<file path="config.mk">
export PLATFORM = sky130hd
export DESIGN_NAME = tabela_scan
export DESIGN_NICKNAME = d
export VERILOG_FILES = /design/src/rtl/tabela_scan.sv
export SDC_FILE = /design/constraint.sdc
export NUM_CORES = 1
export LEC_CHECK = 0
export ABC_AREA = 1
export CORE_AREA = 10 10 58 78
export DETAILED_ROUTE_END_ITERATION = 12
export DIE_AREA = 0 0 68 88
export PLACE_DENSITY = 0.76
export SLEW_MARGIN = 20
export SYNTH_ARGS = -nofsm -noshare
export SYNTH_HDL_FRONTEND = slang
export SYNTH_HIERARCHICAL = 1
export SYNTH_SLANG_ARGS = --single-unit
</file>
<file path="constraint.sdc">
create_clock -name clk -period 2.08 [get_ports clk]
set_input_delay 0.416 -clock clk [delete_from_list [all_inputs] [get_ports clk]]
set_output_delay 0.416 -clock clk [all_outputs]
set_load 0.005 [all_outputs]
</file>
<file path="src/rtl/tabela_scan.sv">
// tabela_scan: steps shared p/q through rows 00,01,10,11, captures each
// candidate's s into a 4-bit truth vector and compares it to an expected one.

// One candidate: owns its captured truth vector and the compare against expected.
module tabela_lane (
    input  logic       clk,
    input  logic       rst_n,
    input  logic       clr,
    input  logic       smp,
    input  logic [1:0] row,
    input  logic       s,
    input  logic [3:0] exp_vec,
    output logic [3:0] vec,
    output logic       hit
);
    // capture s into the bit addressed by the current row; cleared on scan start
    always_ff @(posedge clk or negedge rst_n) begin
        if (!rst_n)      vec <= '0;
        else if (clr)    vec <= '0;
        else if (smp)    vec[row] <= s;
    end

    assign hit = (vec == exp_vec);
endmodule

module tabela_scan #(
    parameter int NCAND  = 3,
    parameter int SETTLE = 1,
    localparam int IDXW  = (NCAND > 1) ? $clog2(NCAND) : 1
) (
    input  logic                 clk,
    input  logic                 rst_n,
    input  logic                 start,
    input  logic [3:0]           expected,
    input  logic [NCAND-1:0]     s_in,
    output logic                 p,
    output logic                 q,
    output logic                 busy,
    output logic                 done,
    output logic [4*NCAND-1:0]   vec,
    output logic [NCAND-1:0]     match,
    output logic                 any_match,
    output logic [IDXW-1:0]      first_idx
);
    localparam int CNTW = $clog2(SETTLE + 1);

    typedef enum logic [1:0] {IDLE, ROW, CMP} state_t;

    state_t                  state, state_n;
    logic [1:0]              row;
    logic [CNTW-1:0]         cnt;
    logic [3:0]              exp_q;
    logic                    clr, smp, cmp;
    logic [NCAND-1:0]        hits;
    logic [NCAND-1:0][3:0]   vec_l;
    logic [IDXW-1:0]         hit_idx;

    // per-candidate capture/compare lanes
    for (genvar k = 0; k < NCAND; k++) begin : g_lane
        tabela_lane u_lane (
            .clk     (clk),
            .rst_n   (rst_n),
            .clr     (clr),
            .smp     (smp),
            .row     (row),
            .s       (s_in[k]),
            .exp_vec (exp_q),
            .vec     (vec_l[k]),
            .hit     (hits[k])
        );
    end

    assign vec = vec_l;

    // next-state and strobes; a row is sampled once its settle count expires
    always_comb begin
        state_n = state;
        clr     = 1'b0;
        smp     = 1'b0;
        cmp     = 1'b0;
        case (state)
            IDLE: if (start) begin
                state_n = ROW;
                clr     = 1'b1;
            end
            ROW: if (cnt == CNTW'(SETTLE)) begin
                smp = 1'b1;
                if (row == 2'd3) state_n = CMP;
            end
            CMP: begin
                cmp     = 1'b1;
                state_n = IDLE;
            end
            default: state_n = IDLE;
        endcase
    end

    // state, row/settle counters and the expected pattern latched at start
    always_ff @(posedge clk or negedge rst_n) begin
        if (!rst_n) begin
            state <= IDLE;
            row   <= '0;
            cnt   <= '0;
            exp_q <= '0;
        end else begin
            state <= state_n;
            if (clr) begin
                exp_q <= expected;
                row   <= '0;
                cnt   <= '0;
            end else if (state == ROW) begin
                if (smp) begin
                    cnt <= '0;
                    if (row != 2'd3) row <= row + 2'd1;
                end else begin
                    cnt <= cnt + 1'b1;
                end
            end
        end
    end

    // lowest matching candidate wins
    always_comb begin
        hit_idx = '0;
        for (int k = NCAND - 1; k >= 0; k--)
            if (hits[k]) hit_idx = IDXW'(k);
    end

    // results update only in CMP and hold until the next compare
    always_ff @(posedge clk or negedge rst_n) begin
        if (!rst_n) begin
            done      <= 1'b0;
            match     <= '0;
            any_match <= 1'b0;
            first_idx <= '0;
        end else begin
            done <= cmp;
            if (cmp) begin
                match     <= hits;
                any_match <= |hits;
                first_idx <= hit_idx;
            end
        end
    end

    // p/q follow the row only while stepping; parked at 00 otherwise
    assign p    = (state == ROW) & row[1];
    assign q    = (state == ROW) & row[0];
    assign busy = (state != IDLE);
endmodule
</file>
# Yosys cells after proc, flatten, opt, wreduce, memory -nomap -nowiden
# Index checks and enable logic that the tools add are counted.
word_totals:
  regBits: 28
  latch_bits: 0
  mem_bits_rw: 0
  romBits: 0
  inputBits: 10
  out_inout_bits: 22
  elab_cells: 66
  n_memories: 0
classes:
  n_addsub: 2
  mul: 0
  div_mod_pow: 0
  order_cmp: 2
  eq_ne: 10
  shifts: 0
  mux: 30
  bitwise_logic: 2
  n_reduce_logical: 9
op_table:
  columns: ["op", "n"]
  rows:
  - ["$mux 4", 6]
  - ["$mux 2", 10]
  - ["$bwmux 4", 3]
  - ["$eq 4x4->1", 3]
  - ["$mux 1", 9]
  - ["$ne 2x2->1 const B", 4]
  - ["$reduce_bool 2->1", 4]
  - ["$reduce_and 3->1", 2]
  - ["$eq 2x2->1 const B", 2]
  - ["$pmux 2 s2", 1]
  - ["$lt 2x3->1 const B", 1]
  - ["$reduce_or 3->1", 1]
  - ["$add 2x1->2 const B", 1]
  - ["$and 1x1->1", 2]
  - ["$demux 1 s2", 1]
  - ["$eq 2x1->1 const B", 1]
  - ["$ge 2x1->1 const B", 1]
  - ["$logic_not 2->1", 1]
  - ["$add 1x1->1 const B", 1]
  - ["$logic_and 1x1->1", 1]

# Longest topological paths before layout
depth:
  word_depth: 7
  depth_mapped: 8
  mapped_depth_nobuf: 8

# Modules after synthesis
# The synthesis kept the hierarchy.
modules_own_cells:
  columns: ["mod", "instances", "cells_per_inst", "area_per_inst_um2", "seq_area_each_um2"]
  rows:
  - ["tabela_scan", 1, 75, 670.6, 400.4]
  - ["tabela_lane at g_lane[1].u_lane ...", 2, 44, 275.3, 100.1]
  - ["tabela_lane at g_lane[0].u_lane", 1, 44, 272.8, 100.1]

# Worst setup path after synthesis
# OpenSTA, ideal clock, no wires.
synth_path:
  path_type: "register -> register"
  from: "reg state[1]"
  to: "reg g_lane[1].u_lane.vec[2]"
  setup_ns: 0.117
  arrival_time_ns: 1.540
  required_ns: 1.963
  path_slack_ns: 0.423
  stages_incl_launch_ff: 7
  n_path_buf: 0
  synth_period_minus_slack_ns: 1.657
  path_cell_list: "dfrtp_1 -> inv_1 -> nand2_1 -> nor2_1 -> nand3_1 -> o21ai_1 -> inv_1"
synth_between:
  elab_chain_cells: 3
  word_cells_on_any_way: 6
  cone_classes: "1 x eq/ne; 3 x mux; 2 x reduce/logical"
synth_rtl:
  columns: ["item", "line", "rtl"]
  rows:
  - ["from (decl)", "49", "state_t state, state_n;"]
  - ["from (signal assigned)", "106", "state <= state_n;"]
  - ["$eq 2x1->1", "81", "case (state)"]
  - ["$mux 1", "81", null]
  - ["net smp", "53", "logic clr, smp, cmp;"]
  - ["$reduce_bool 2->1 (no source line)", null, null]
  - ["to (signal, indexed assignment)", "20", "else if (smp) vec[row] <= s;"]
  - ["to (decl)", "13", "output logic [3:0] vec,"]
# The timed path passes the listed nets, and every way through them passes these cells.
# A chain may end at the register's enable or synchronous reset.

# Final worst setup path
layout_path:
  from: "reg state[0]"
  to: "out q"
layout_between:
  elab_chain_cells: 2
layout_rtl:
  columns: ["item", "line", "rtl"]
  rows:
  - ["$eq 2x1->1", "148", "assign q = (state == ROW) & row[0];"]
  - ["$and 1x1->1", "148", null]
  - ["to (decl)", "37", "output logic q,"]
# No other way between the ends.

==> impl_results.md <==
- Crit path max fanout: 6
- Worst-margin pin slew: 0.358 ns
- Cells after Synth: 207
- Max frequency: 514 MHz
- Clock Pin Slew Worst Setup and Hold Paths: 0.09 ns
- CTS root buf: clkbuf_8
- FF-to-FF Start: state[0]$_DFFE_PN0P_
- Post-DRT Antenna Nets: 0
- Global route total overflow: 0
- Worst VDD drop: 0.000870 V
- P_int: 1.64 mW
- CTS tree: yes
- Hold path cells: 2
- RePlAce Congestion: 0.767
- Clock insertion delay at the later pin of the skew report: 0.26 ns
- Port-buffer cells: 31
- Yosys top cell area share: 0.469
- Crit. End Element: output pin
- Initial Utilization: 0.478
- Total GRT Usage: 0.119
- Drt first pass iters: 4
- WL/cell: 11.8 µm
- Setup Skew: 0.000738 ns
- HPWL after detailed placement: 2530 µm
- Die extent in y: 88 µm
- Initial antenna violation count: 0
- Max Transition Viols Final: 0
- Sw Ratio: 0.416
- Cells on worst reg2reg path: 8
- Post-CTS setup buffer count: 0
- Core Rows: 24
- Drt total wl: 3340 µm
- Post-Synthesis Cell Area: 0.00149 mm²
- Endpoints failing setup: 0
- DR vias: 1333
- N_diodes: 0
- Place WS: 0.328 ns
- Synth-to-Final Area Change: 29.0%
- DP Area: 0.00188 mm²
- Total CTS buffers: 3
- Hold path start: match[2]$_DFFE_PN0P_
- R2r setup slk: 0.57 ns
- NetSw: 1.17 mW
- Sequential Power Share: 0.353
- Sequential fraction of the synthesis area: 0.469
- Initial DRC count: 55
- Synth area leaders: dfrtp_1 (47%), nand2_1 (19%), inv_1 (8.8%)
- Ratio of cells with drive above 1 in the final layout: 0.0857
- Max-Cap Viols: 0
- Die Wd: 68 µm
- TNS Setup: 0 ns
- RR Endpoint: g_lane[0].u_lane/vec[1]$_DFFE_PN0P_
- CP required: 1.66 ns
- Post-Syn Nets: 218
- First-pass GRT wire length: 5710 µm
- Crit path from: state[0]$_DFFE_PN0P_
- Crit Path Class: reg2out
- IO Pins: 32
- Clock power frac: 0.101
- Commonest non-fill, non-tap cell in the layout: nand2_1
- Cell variety after synth: 19
- Design area: 0.00193 mm²
- Status: complete, no violations
- Vias in the first global route: 1373
- Startpoint Class: flop
- Hold slack: 0.487 ns
- Pwr Density: 1460 mW/mm²
- Fin nets: 258
- Core area: 0.00312 mm²
- Commonest cells after routing, fill and taps aside: nand2_1 (74), inv_1 (34), clkdlybuf4s50_1 (31)
- Crit path arrival time: 1.53 ns
- Largest net degree at the start of global routing: 29
- Period Utilization, post-route: 0.935
- Leakage: 1.02 nW
- Final min period: 1.94 ns
- RSZ-0062 raised after global routing: false
- CTS sink cnt: 28
- WHS Endpoint: match[2]$_DFFE_PN0P_
- Synthesis-stage register bit count: 28
- Fillcell total: 292
- Total die area: 0.00598 mm²
- Yosys top cell by area: dfrtp_1
- Post-route worst setup slack: 0.136 ns
- H-Tree Depth: 1
- DRC: 0
- Total power: 2.81 mW
- Ys Warns: 6
- Comb pwr share: 0.546
- Slew Limit Headroom: 0.761
- Syn avg cell area: 7.22 µm²
- Post-DR vias/cell: 4.69
- Final Hold Fails: 0
- CTS Buffer Depth: 2
- Worst hold path type: reg2reg
==> cell families (layout without fill, tap and decap cells) <==
logic type      after synthesis  in the layout  synth area share
flops                        28             28             0.469
xor+xnor                      6              6            0.0352
compound gates               16             16            0.0553
buf+inv                      38             76            0.0955
fa+ha+maj                     1              1           0.00837
simple gates                118            118             0.337
==> routing by layer <==
| layer | vias to the layer above | track usage | part of all wire |
|---|---|---|---|
| met5 | - | 0 | 0 |
| met4 | 0 | 0.0550 | 0.016 |
| met3 | 4 | 0.0115 | 0.055 |
| met2 | 37 | 0.216 | 0.49 |
| met1 | 592 | 0.131 | 0.44 |
| li1 | 700 | - | - |
==> power groups by stage <==
stage	Clock (mW)	Combinational [mW]	Sequential, mW
after global routing	0.312	1.75	1.03
after floorplan	0	0.859	1.02
after detailed placement	0	1.54	1.00
after CTS	0.296	1.55	0.993
final	0.283	1.53	0.990
after global placement	0	1.51	0.990
==> worst max-delay path: stages (launching register included) <==
cell and delay (ns):
dfrtp_1 0.51, nand2_2 0.14, nor2_1 0.10, clkdlybuf4s50_1 0.51
==> metrics by stage <==
step / util / cells
CTS: 0.616 / 284
detailed placement: 0.603 / 281
floorplan: - / 207
global route: 0.617 / 284
global placement: 0.603 / 281
finish: 0.617 / 284
==> state kept, by name, indices dropped and copies added, names as in the netlist <==
register           count
match                  3
row                    2
done                   1
g_lane.u_lane/vec     12
cnt                    1
any_match              1
first_idx              2
exp_q                  4
state                  2
==> Yosys cell counts (all sizes together) <==
cell    count
or2         1
nor2       24
nand3      14
o211ai      1
xnor2       6
a21oi       6
o21ai       9
nor3        1
nand2      76
inv        38
ha          1
dfrtp      28
nand4       2
==> worst max-delay path by stage <==
stage                                                     end  depth (start not counted)  slack, ns
final                                                       q                          3       0.14
after global placement                                      p                          4       0.36
after detailed placement                                    q                          4       0.33
after global routing                                        q                          3       0.06
after floorplan           g_lane[1].u_lane/vec[2]$_DFFE_PN0P_                          6       0.42
after CTS                                                   q                          4       0.03
==> area by class of cell <==
cell class	count	area (µm²)	share of cell area
sequential	28	701	0.364
multi-input combinational	141	653	0.339
timing repair buffer	35	340	0.177
inverter	38	143	0.0740
tap	39	48.8	0.0253
clock buffer	3	41.3	0.0214
==> repair_timing <==
action                                  in CTS  in global routing
hold buffers                                 0                  0
resized for setup                            0                  2
endpoints found under the setup margin       0                  2
No activity file was read; power rests on OpenSTA's default activity.
